$ cat config.mk
export PLATFORM = sky130hd
export DESIGN_NAME = counter_pad_ctrl
export DESIGN_NICKNAME = d
export VERILOG_FILES = /design/src/rtl/counter_pad_ctrl_pkg.sv /design/src/rtl/counter_pad_ctrl_pad_sync.sv /design/src/rtl/counter_pad_ctrl.sv
export SDC_FILE = /design/constraint.sdc
export NUM_CORES = 1
export LEC_CHECK = 0
export BUFFER_PORTS_ARGS = -buffer_cell sky130_fd_sc_hd__buf_2
export CELL_PAD_IN_SITES_DETAIL_PLACEMENT = 1
export CELL_PAD_IN_SITES_GLOBAL_PLACEMENT = 1
export CORE_MARGIN = 1
export CORE_UTILIZATION = 41
export DETAILED_ROUTE_END_ITERATION = 7
export PLACE_DENSITY = 0.82
export REMOVE_ABC_BUFFERS = 1
export SLEW_MARGIN = 20
export SYNTH_ARGS = -nofsm -noshare
export SYNTH_HDL_FRONTEND = slang
export SYNTH_SLANG_ARGS = --single-unit
$ cat constraint.sdc
create_clock -name clk -period 2.4 [get_ports clk]
set_input_delay 0.36 -clock clk [delete_from_list [all_inputs] [get_ports clk]]
set_output_delay 0.36 -clock clk [all_outputs]
set_load 0.01 [all_outputs]
$ cat src/rtl/counter_pad_ctrl_pkg.sv
// Shared types and sizing helpers for the pad-bus controller.
package counter_pad_pkg;

    typedef enum logic [2:0] {IDLE, TURN, DRIVE, WRITE, DONE} state_t;

    localparam int DEF_W             = 41;
    localparam int DEF_TURN_CYCLES   = 2;
    localparam int DEF_STABLE_CYCLES = 3;

    localparam int TURN_W = $clog2(DEF_TURN_CYCLES + 1);
    localparam int STAB_W = $clog2(DEF_STABLE_CYCLES + 1);

    function automatic int cnt_width(input int n);
        return $clog2(n + 1);
    endfunction

endpackage

$ cat src/rtl/counter_pad_ctrl_pad_sync.sv
// Two-flop synchroniser for an active-low pad strobe; resets to the inactive level.
module pad_sync (
    input  logic clk,
    input  logic rst_n,
    input  logic d,
    output logic q
);

    logic meta;

    always_ff @(posedge clk or negedge rst_n) begin
        if (!rst_n) begin
            meta <= 1'b1;
            q    <= 1'b1;
        end else begin
            meta <= d;
            q    <= meta;
        end
    end

endmodule

$ cat src/rtl/counter_pad_ctrl.sv
// Arbitrates the shared pad bus between driving the count out and accepting a
// debounced load value, with hi-z turnaround gaps on every direction change.
module counter_pad_ctrl
    import counter_pad_pkg::*;
#(
    parameter int W             = DEF_W,
    parameter int TURN_CYCLES   = DEF_TURN_CYCLES,
    parameter int STABLE_CYCLES = DEF_STABLE_CYCLES
) (
    input  logic         clk,
    input  logic         rst_n,
    input  logic         oeb_pad,
    input  logic         web_pad,
    input  logic [W-1:0] pad_in,
    output logic [W-1:0] pad_out,
    output logic [W-1:0] pad_oe,
    input  logic [W-1:0] cnt_q,
    output logic         cnt_en,
    output logic         cnt_load,
    output logic [W-1:0] cnt_load_val,
    output logic         busy
);

    localparam int TW = cnt_width(TURN_CYCLES);
    localparam int SW = cnt_width(STABLE_CYCLES);
    localparam logic [TW-1:0] TURN_LAST = TW'(TURN_CYCLES - 1);
    localparam logic [SW-1:0] STAB_LAST = SW'(STABLE_CYCLES - 1);

    logic          oeb_s;
    logic          web_s;
    state_t        state;
    state_t        target;
    logic [TW-1:0] turn_cnt;
    logic [SW-1:0] stab_cnt;
    logic [W-1:0]  samp;
    logic [W-1:0]  prev;

    pad_sync u_oeb_sync (.clk(clk), .rst_n(rst_n), .d(oeb_pad), .q(oeb_s));
    pad_sync u_web_sync (.clk(clk), .rst_n(rst_n), .d(web_pad), .q(web_s));

    // Bus capture is not synchronised; the stability counter absorbs metastable samples.
    always_ff @(posedge clk or negedge rst_n) begin
        if (!rst_n) begin
            samp <= '0;
            prev <= '0;
        end else begin
            samp <= pad_in;
            prev <= samp;
        end
    end

    always_ff @(posedge clk or negedge rst_n) begin
        if (!rst_n) begin
            state        <= IDLE;
            target       <= IDLE;
            turn_cnt     <= '0;
            stab_cnt     <= '0;
            pad_oe       <= '0;
            pad_out      <= '0;
            cnt_en       <= 1'b0;
            cnt_load     <= 1'b0;
            cnt_load_val <= '0;
            busy         <= 1'b0;
        end else begin
            cnt_en   <= 1'b1;
            cnt_load <= 1'b0;
            busy     <= 1'b1;
            pad_oe   <= '0;
            pad_out  <= '0;
            case (state)
                IDLE: begin
                    busy <= 1'b0;
                    if (!web_s) begin
                        state    <= WRITE;
                        stab_cnt <= '0;
                        cnt_en   <= 1'b0;
                        busy     <= 1'b1;
                    end else if (!oeb_s) begin
                        state    <= TURN;
                        target   <= DRIVE;
                        turn_cnt <= '0;
                        busy     <= 1'b1;
                    end
                end
                TURN: begin
                    if (turn_cnt == TURN_LAST) begin
                        // A pending write always wins, whatever the turnaround was for.
                        if (!web_s) begin
                            state    <= WRITE;
                            stab_cnt <= '0;
                            cnt_en   <= 1'b0;
                        end else if (target == DRIVE && !oeb_s) begin
                            state   <= DRIVE;
                            pad_oe  <= '1;
                            pad_out <= cnt_q;
                        end else begin
                            state <= IDLE;
                            busy  <= 1'b0;
                        end
                    end else begin
                        turn_cnt <= turn_cnt + 1'b1;
                    end
                end
                DRIVE: begin
                    if (oeb_s || !web_s) begin
                        state    <= TURN;
                        target   <= web_s ? IDLE : WRITE;
                        turn_cnt <= '0;
                    end else begin
                        pad_oe  <= '1;
                        pad_out <= cnt_q;
                    end
                end
                WRITE: begin
                    if (web_s) begin
                        state <= IDLE;
                        busy  <= 1'b0;
                    end else begin
                        cnt_en <= 1'b0;
                        if (samp == prev) begin
                            if (stab_cnt == STAB_LAST) begin
                                cnt_load     <= 1'b1;
                                cnt_load_val <= samp;
                                state        <= DONE;
                            end else begin
                                stab_cnt <= stab_cnt + 1'b1;
                            end
                        end else begin
                            stab_cnt <= '0;
                        end
                    end
                end
                DONE: begin
                    if (web_s) begin
                        state <= IDLE;
                        busy  <= 1'b0;
                    end else begin
                        cnt_en <= 1'b0;
                    end
                end
                default: begin
                    state <= IDLE;
                    busy  <= 1'b0;
                end
            endcase
        end
    end

endmodule

Yosys cells after proc, flatten, opt, wreduce, memory -nomap -nowiden

Cells that the tools add are included.

Add/sub/neg operators: 2
Equality and inequality tests: 19
Muxes and demuxes: 51
Bitwise operators: 1
Reductions and logical operators: 15

Operators by type and width:

| cell                                                                    | number |
|---|---|
| 41-bit two-way mux                                                      | 8 |
| 41-bit case mux with 2 select lines                                     | 2 |
| 41-bit equality test                                                    | 1 |
| 3-bit two-way mux                                                       | 11 |
| 2-bit two-way mux                                                       | 12 |
| 3-bit case mux with 5 select lines                                      | 1 |
| 1-bit two-way mux                                                       | 12 |
| 2-bit case mux with 3 select lines                                      | 2 |
| 4-bit AND reduction                                                     | 3 |
| 2-bit inequality test, second input constant                            | 5 |
| 3-bit by 2-bit equality test with 1-bit output, second input constant   | 3 |
| 3-bit by 2-bit inequality test with 1-bit output, second input constant | 2 |
| 3-bit inequality test, second input constant                            | 2 |
| 3-bit case mux with 2 select lines                                      | 1 |
| 6-bit AND reduction                                                     | 1 |
| 3-bit nonzero test                                                      | 2 |
| 5-bit AND reduction                                                     | 1 |
| 2-bit by 1-bit adder with 2-bit output, second input constant           | 2 |
| 2-bit by 1-bit inequality test with 1-bit output, second input constant | 2 |
| 1-bit case mux with 4 select lines                                      | 1 |
| 3-bit by 1-bit equality test with 1-bit output, second input constant   | 1 |
| 3-bit equality test, second input constant                              | 1 |
| 3-bit zero test                                                         | 1 |
| 3-bit OR reduction                                                      | 1 |
| other kinds (9)                                                         | 10 |

Bits in registers: 222
Input bits: 86
Output and inout bits: 126
Logic and storage cells: 104

Depth between registers and ports, before layout

Depth after elaboration: 6
Gate-level depth with buffers: 8
Gate-level depth less buffers: 8

Modules after synthesis

Synthesis repeated with hierarchy kept, for this count alone.

Cells, all modules: 453
Area, all modules: 6,725.2 µm²

Modules (own cells, without submodules):

| module           | times used | cells an instance | area each (µm²) | sequential area each (µm²) |
|---|---|---|---|---|
| counter_pad_ctrl | 1          | 449               | 6,620.1         | 4,429.2 |
| pad_sync         | 2          | 2                 | 52.6            | 52.6 |

Worst setup path after synthesis

Ideal clock, no wire load.

Kind: reg-to-reg
Start point: register samp[20]
End point: register cnt_load_val[0]
Setup time: 125 ps
Data arrival time: 2,047 ps
Data required time: 2,275 ps
Setup slack: 228 ps
Cell stages (with the launch flop): 8
Path buffers: 1
Period minus slack after synthesis: 2,172 ps
Cell sequence: dfrtp_1 > and2b_2 > a2111oi_4 > and4b_1 > nand2_1 > nor4_4 > buf_6 > mux2_4

Longest elaborated chain between the ends: 2

Ends and longest elaborated chain:

| item                          | RTL line                | source |
|---|---|---|
| start: declaration            | counter_pad_ctrl.sv:35  | `logic [W-1:0] samp;` |
| start signal: assignment      | counter_pad_ctrl.sv:47  | `samp <= pad_in;` |
| 41-bit equality test          | counter_pad_ctrl.sv:120 | `if (samp == prev) begin` |
| 4-bit AND reduction (no line) | -                       |  |
| end signal: assignment        | counter_pad_ctrl.sv:123 | `cnt_load_val <= samp;` |
| end: declaration              | counter_pad_ctrl.sv:20  | `output logic [W-1:0] cnt_load_val,` |

Every way passes these cells.
A chain may end at the register's enable or synchronous reset.

Final worst setup path

Start point: register samp[20]
End point: register cnt_load_val[23]

Same word-level chain as after synthesis.

==> metrics.yaml <==
cp_data_required_time_ns: 2.71
clkTransAtPathRegs_ns: 0.06
min_to: "u_web_sync.meta$_DFF_PN1_"
rrSetupSlack_ns: 0.05
final_nets: 748
hpwl_mm: 11.5
dieWidth_um: 131
grtUsageTotal: 0.206
hold_start: "web_pad"
wl_met1_mm: 6.33
gp_congestion: 0.752
initial_core_util: 0.423
yosys_warnings: 0
setup_violations: 0
p_per_area_nw_per_um2: 845
yosysSeqAreaShare: 0.667
antenna_found_initial: 1
fin_skew_ns: 0.00646
setup_tns_ns: 0
cts_buffers: 17
grt_pass1_wl_mm: 25.6
die_h_um: 131
cp_max_fo: 8
io_pins: 212
io_buffers: 211
postSynthCellCount: 462
outcome: "finished, final reports clean"
drv_cap: 0
p_total_mw: 7.40
first_pass_iters: 4
finalHoldViolations: 0
area_delta_synth_final_pct: 28.9
mappedNetlistArea_um2: 6800
rsz0062_at_grt: "true"
final_cells: 889
hold-path-cell-count: 1
clockRootBuffer: "clkbuf_16"
grt_pass1_vias: 4566
fmax_ghz: 0.426
setup_slack_ns: 0.0541
reg2reg_to: "cnt_load_val[23]$_DFFE_PN0P_"
ys_ff_latch: 181
drc_errors: 0
fin_crit_ns: 2.35
final_max_slew_viol_count: 0
peakVddDrop_mv: 0.481
design.core.area_um2: 16100
wl_per_cell_um: 19.1
ant_nets: 0
met3_length_um: 839
die_area_um2: 17100
num_vias: 4236
grt_max_degree: 69
tightest_slew_ns: 0.849
hold_path.class: "input pin to flop"
top_layer: "met4"
synth.distinct_cells: 43
end_kind: "flop"
drt-total-wl_mm: 17.0
pre_cts_slack_ns: -0.0746
crit_type: "flop to flop"
cts.path.max_buffers: 2
avgSynthCellArea_um2: 14.7
relSlewSlack: 0.434
cellLeakagePower_nw: 4.58
dr_wl_met2_mm: 9.31
cts_sinks: 181
vias_per_cell: 4.76
cts-htree-levels: 4
grt_overflow: 0
timing.final.crit_share: 0.977
critPathLaunchType: "flop"
final_util: 0.546
post-place-cells: 849
num_rows: 46
cts_tree: "done"
worst_r2r_path_depth: 8
clk_latency_ns: 0.42
cp_data_arrival_time_ns: 2.65
drive_gt1_frac: 0.490
r2r_start: "samp[20]$_DFF_PN0_"
drt_iter0_drc: 201
[state kept, by name, indices dropped and copies added, names as in the netlist]
register,flops
target,2
samp,41
pad_oe,1
u_web_sync.meta,1
busy,1
u_oeb_sync.q,1
cnt_load,1
u_oeb_sync.meta,1
cnt_en,1
cnt_load_val,41
u_web_sync.q,1
turn_cnt,2
state,3
stab_cnt,2
pad_out,41
prev,41
[timing repair]
item                                    in CTS  in global routing
hold buffers                                 1                  0
endpoints found under the setup margin      34                 45
setup buffers                                1                  2
pin swaps                                    1                  1
resized for setup                            4                 18
cloned                                       2                  2
endpoints found under the hold margin       64                  0
[routing by layer]
layer / vias to the layer above / GRT usage
li1: 1887 / -
met1: 2153 / 0.234
met2: 155 / 0.369
met3: 41 / 0.0444
met4: 0 / 0.0987
met5: - / 0
[per-stage QoR]
stage	cell area [µm²]	hold slack, ns
2_1_floorplan	6410	0.0644
3_3_place_gp	7880	0.347
3_5_place_dp	7880	0.352
4_1_cts	8610	0.0179
5_1_grt	8760	0.0235
6_report	8760	0.0347
[critical path: stages, from the launching register on]
cell and delay (ns):
dfrtp_1 0.38, and2b_2 0.21, a2111oi_4 0.38, and4b_1 0.27, nand2_2 0.09, nor4_4 0.16, buf_6 0.22, clkbuf_16 0.20
mux2_4 0.31
[synth_stat cells, drive strengths merged]
cell type,number,share of area
dfrtp,177,0.65
buf,45,0.052
mux2,42,0.092
and2,41,0.038
xnor2,27,0.035
nand2,16,0.0088
xor2,12,0.015
nand4,10,0.0092
clkbuf,9,0.0050
inv,8,0.0044
nor2,8,0.0048
o21ai,8,0.0059
a21oi,6,0.0044
mux2i,5,0.0074
nor4,5,0.0068
dfstp,4,0.015
nand3,4,0.0029
o22ai,4,0.0037
a21o,3,0.0033
nor2b,3,0.0028
or3,3,0.0028
or4,3,0.0039
ha,2,0.0037
nand3b,2,0.0022
nor3,2,0.0015
or2,2,0.0018
a2111oi,1,0.0040
a211oi,1,0.0011
a22o,1,0.0013
a2bb2oi,1,0.0013
a311oi,1,0.0013
and2b,1,0.0013
and4,1,0.0013
and4b,1,0.0015
nand2b,1,0.00092
nor3b,1,0.0011
o21a,1,0.0011
[cell type report]
type / instances / area [µm²]
well taps: 216 / 270
flip-flops and latches: 181 / 4540
multi-input cells: 219 / 1940
clock buffers: 23 / 468
repair buffers: 233 / 1340
clock inverters: 8 / 173
fillers: 1658 / 7300
diodes: 1 / 2.50
inverters: 8 / 30.0
[where the power goes]
part | total [mW] | internal (mW) | switching [mW]
Sequential | 3.37 | 3.24 | 0.133
Combinational | 1.02 | 0.433 | 0.586
Clock | 3.02 | 1.90 | 1.12
[worst max path at each step]
stage	start	to	slack [ns]	cells past startpoint
6_report	samp[20]$_DFF_PN0_	cnt_load_val[23]$_DFFE_PN0P_	0.05	8
5_1_grt	prev[20]$_DFF_PN0_	cnt_load_val[8]$_DFFE_PN0P_	-0.04	8
4_1_cts	samp[4]$_DFF_PN0_	cnt_load_val[24]$_DFFE_PN0P_	0.004	8
3_5_place_dp	samp[24]$_DFF_PN0_	cnt_load_val[37]$_DFFE_PN0P_	-0.07	6
3_3_place_gp	samp[24]$_DFF_PN0_	cnt_load_val[37]$_DFFE_PN0P_	0.04	6
2_1_floorplan	samp[20]$_DFF_PN0_	cnt_load_val[37]$_DFFE_PN0P_	-1.44	6
[kinds of logic (layout without fill, tap and decap cells)]
group / Yosys count / in the layout / synth area share
AO/OA/AOI/OAI: 27 / 27 / 0.0274
other: 0 / 1 / 0
XOR/XNOR: 39 / 39 / 0.0502
buffers and inverters: 62 / 272 / 0.0613
flip-flops: 181 / 181 / 0.667
adder cells (fa/ha/maj): 2 / 2 / 0.00368
multiplexers: 47 / 47 / 0.0990
AND/OR/NAND/NOR: 104 / 104 / 0.0913
[placed cells by master (no fill, tap or decap), types with 7 or more instances in the layout]
| master | netlist | routed |
|---|---|---|
| and2_1 | 41 | 41 |
| buf_2 | 0 | 210 |
| buf_4 | 41 | 13 |
| clkbuf_16 | 0 | 19 |
| dfrtp_1 | 177 | 176 |
| inv_1 | 7 | 7 |
| mux2_4 | 40 | 40 |
| nand2_1 | 16 | 15 |
| nand4_1 | 10 | 10 |
| nor2_1 | 7 | 7 |
| o21ai_0 | 8 | 8 |
| xnor2_1 | 27 | 17 |
| xnor2_2 | 0 | 10 |
| xor2_1 | 12 | 12 |
No activity file was read; power rests on OpenSTA's default activity.
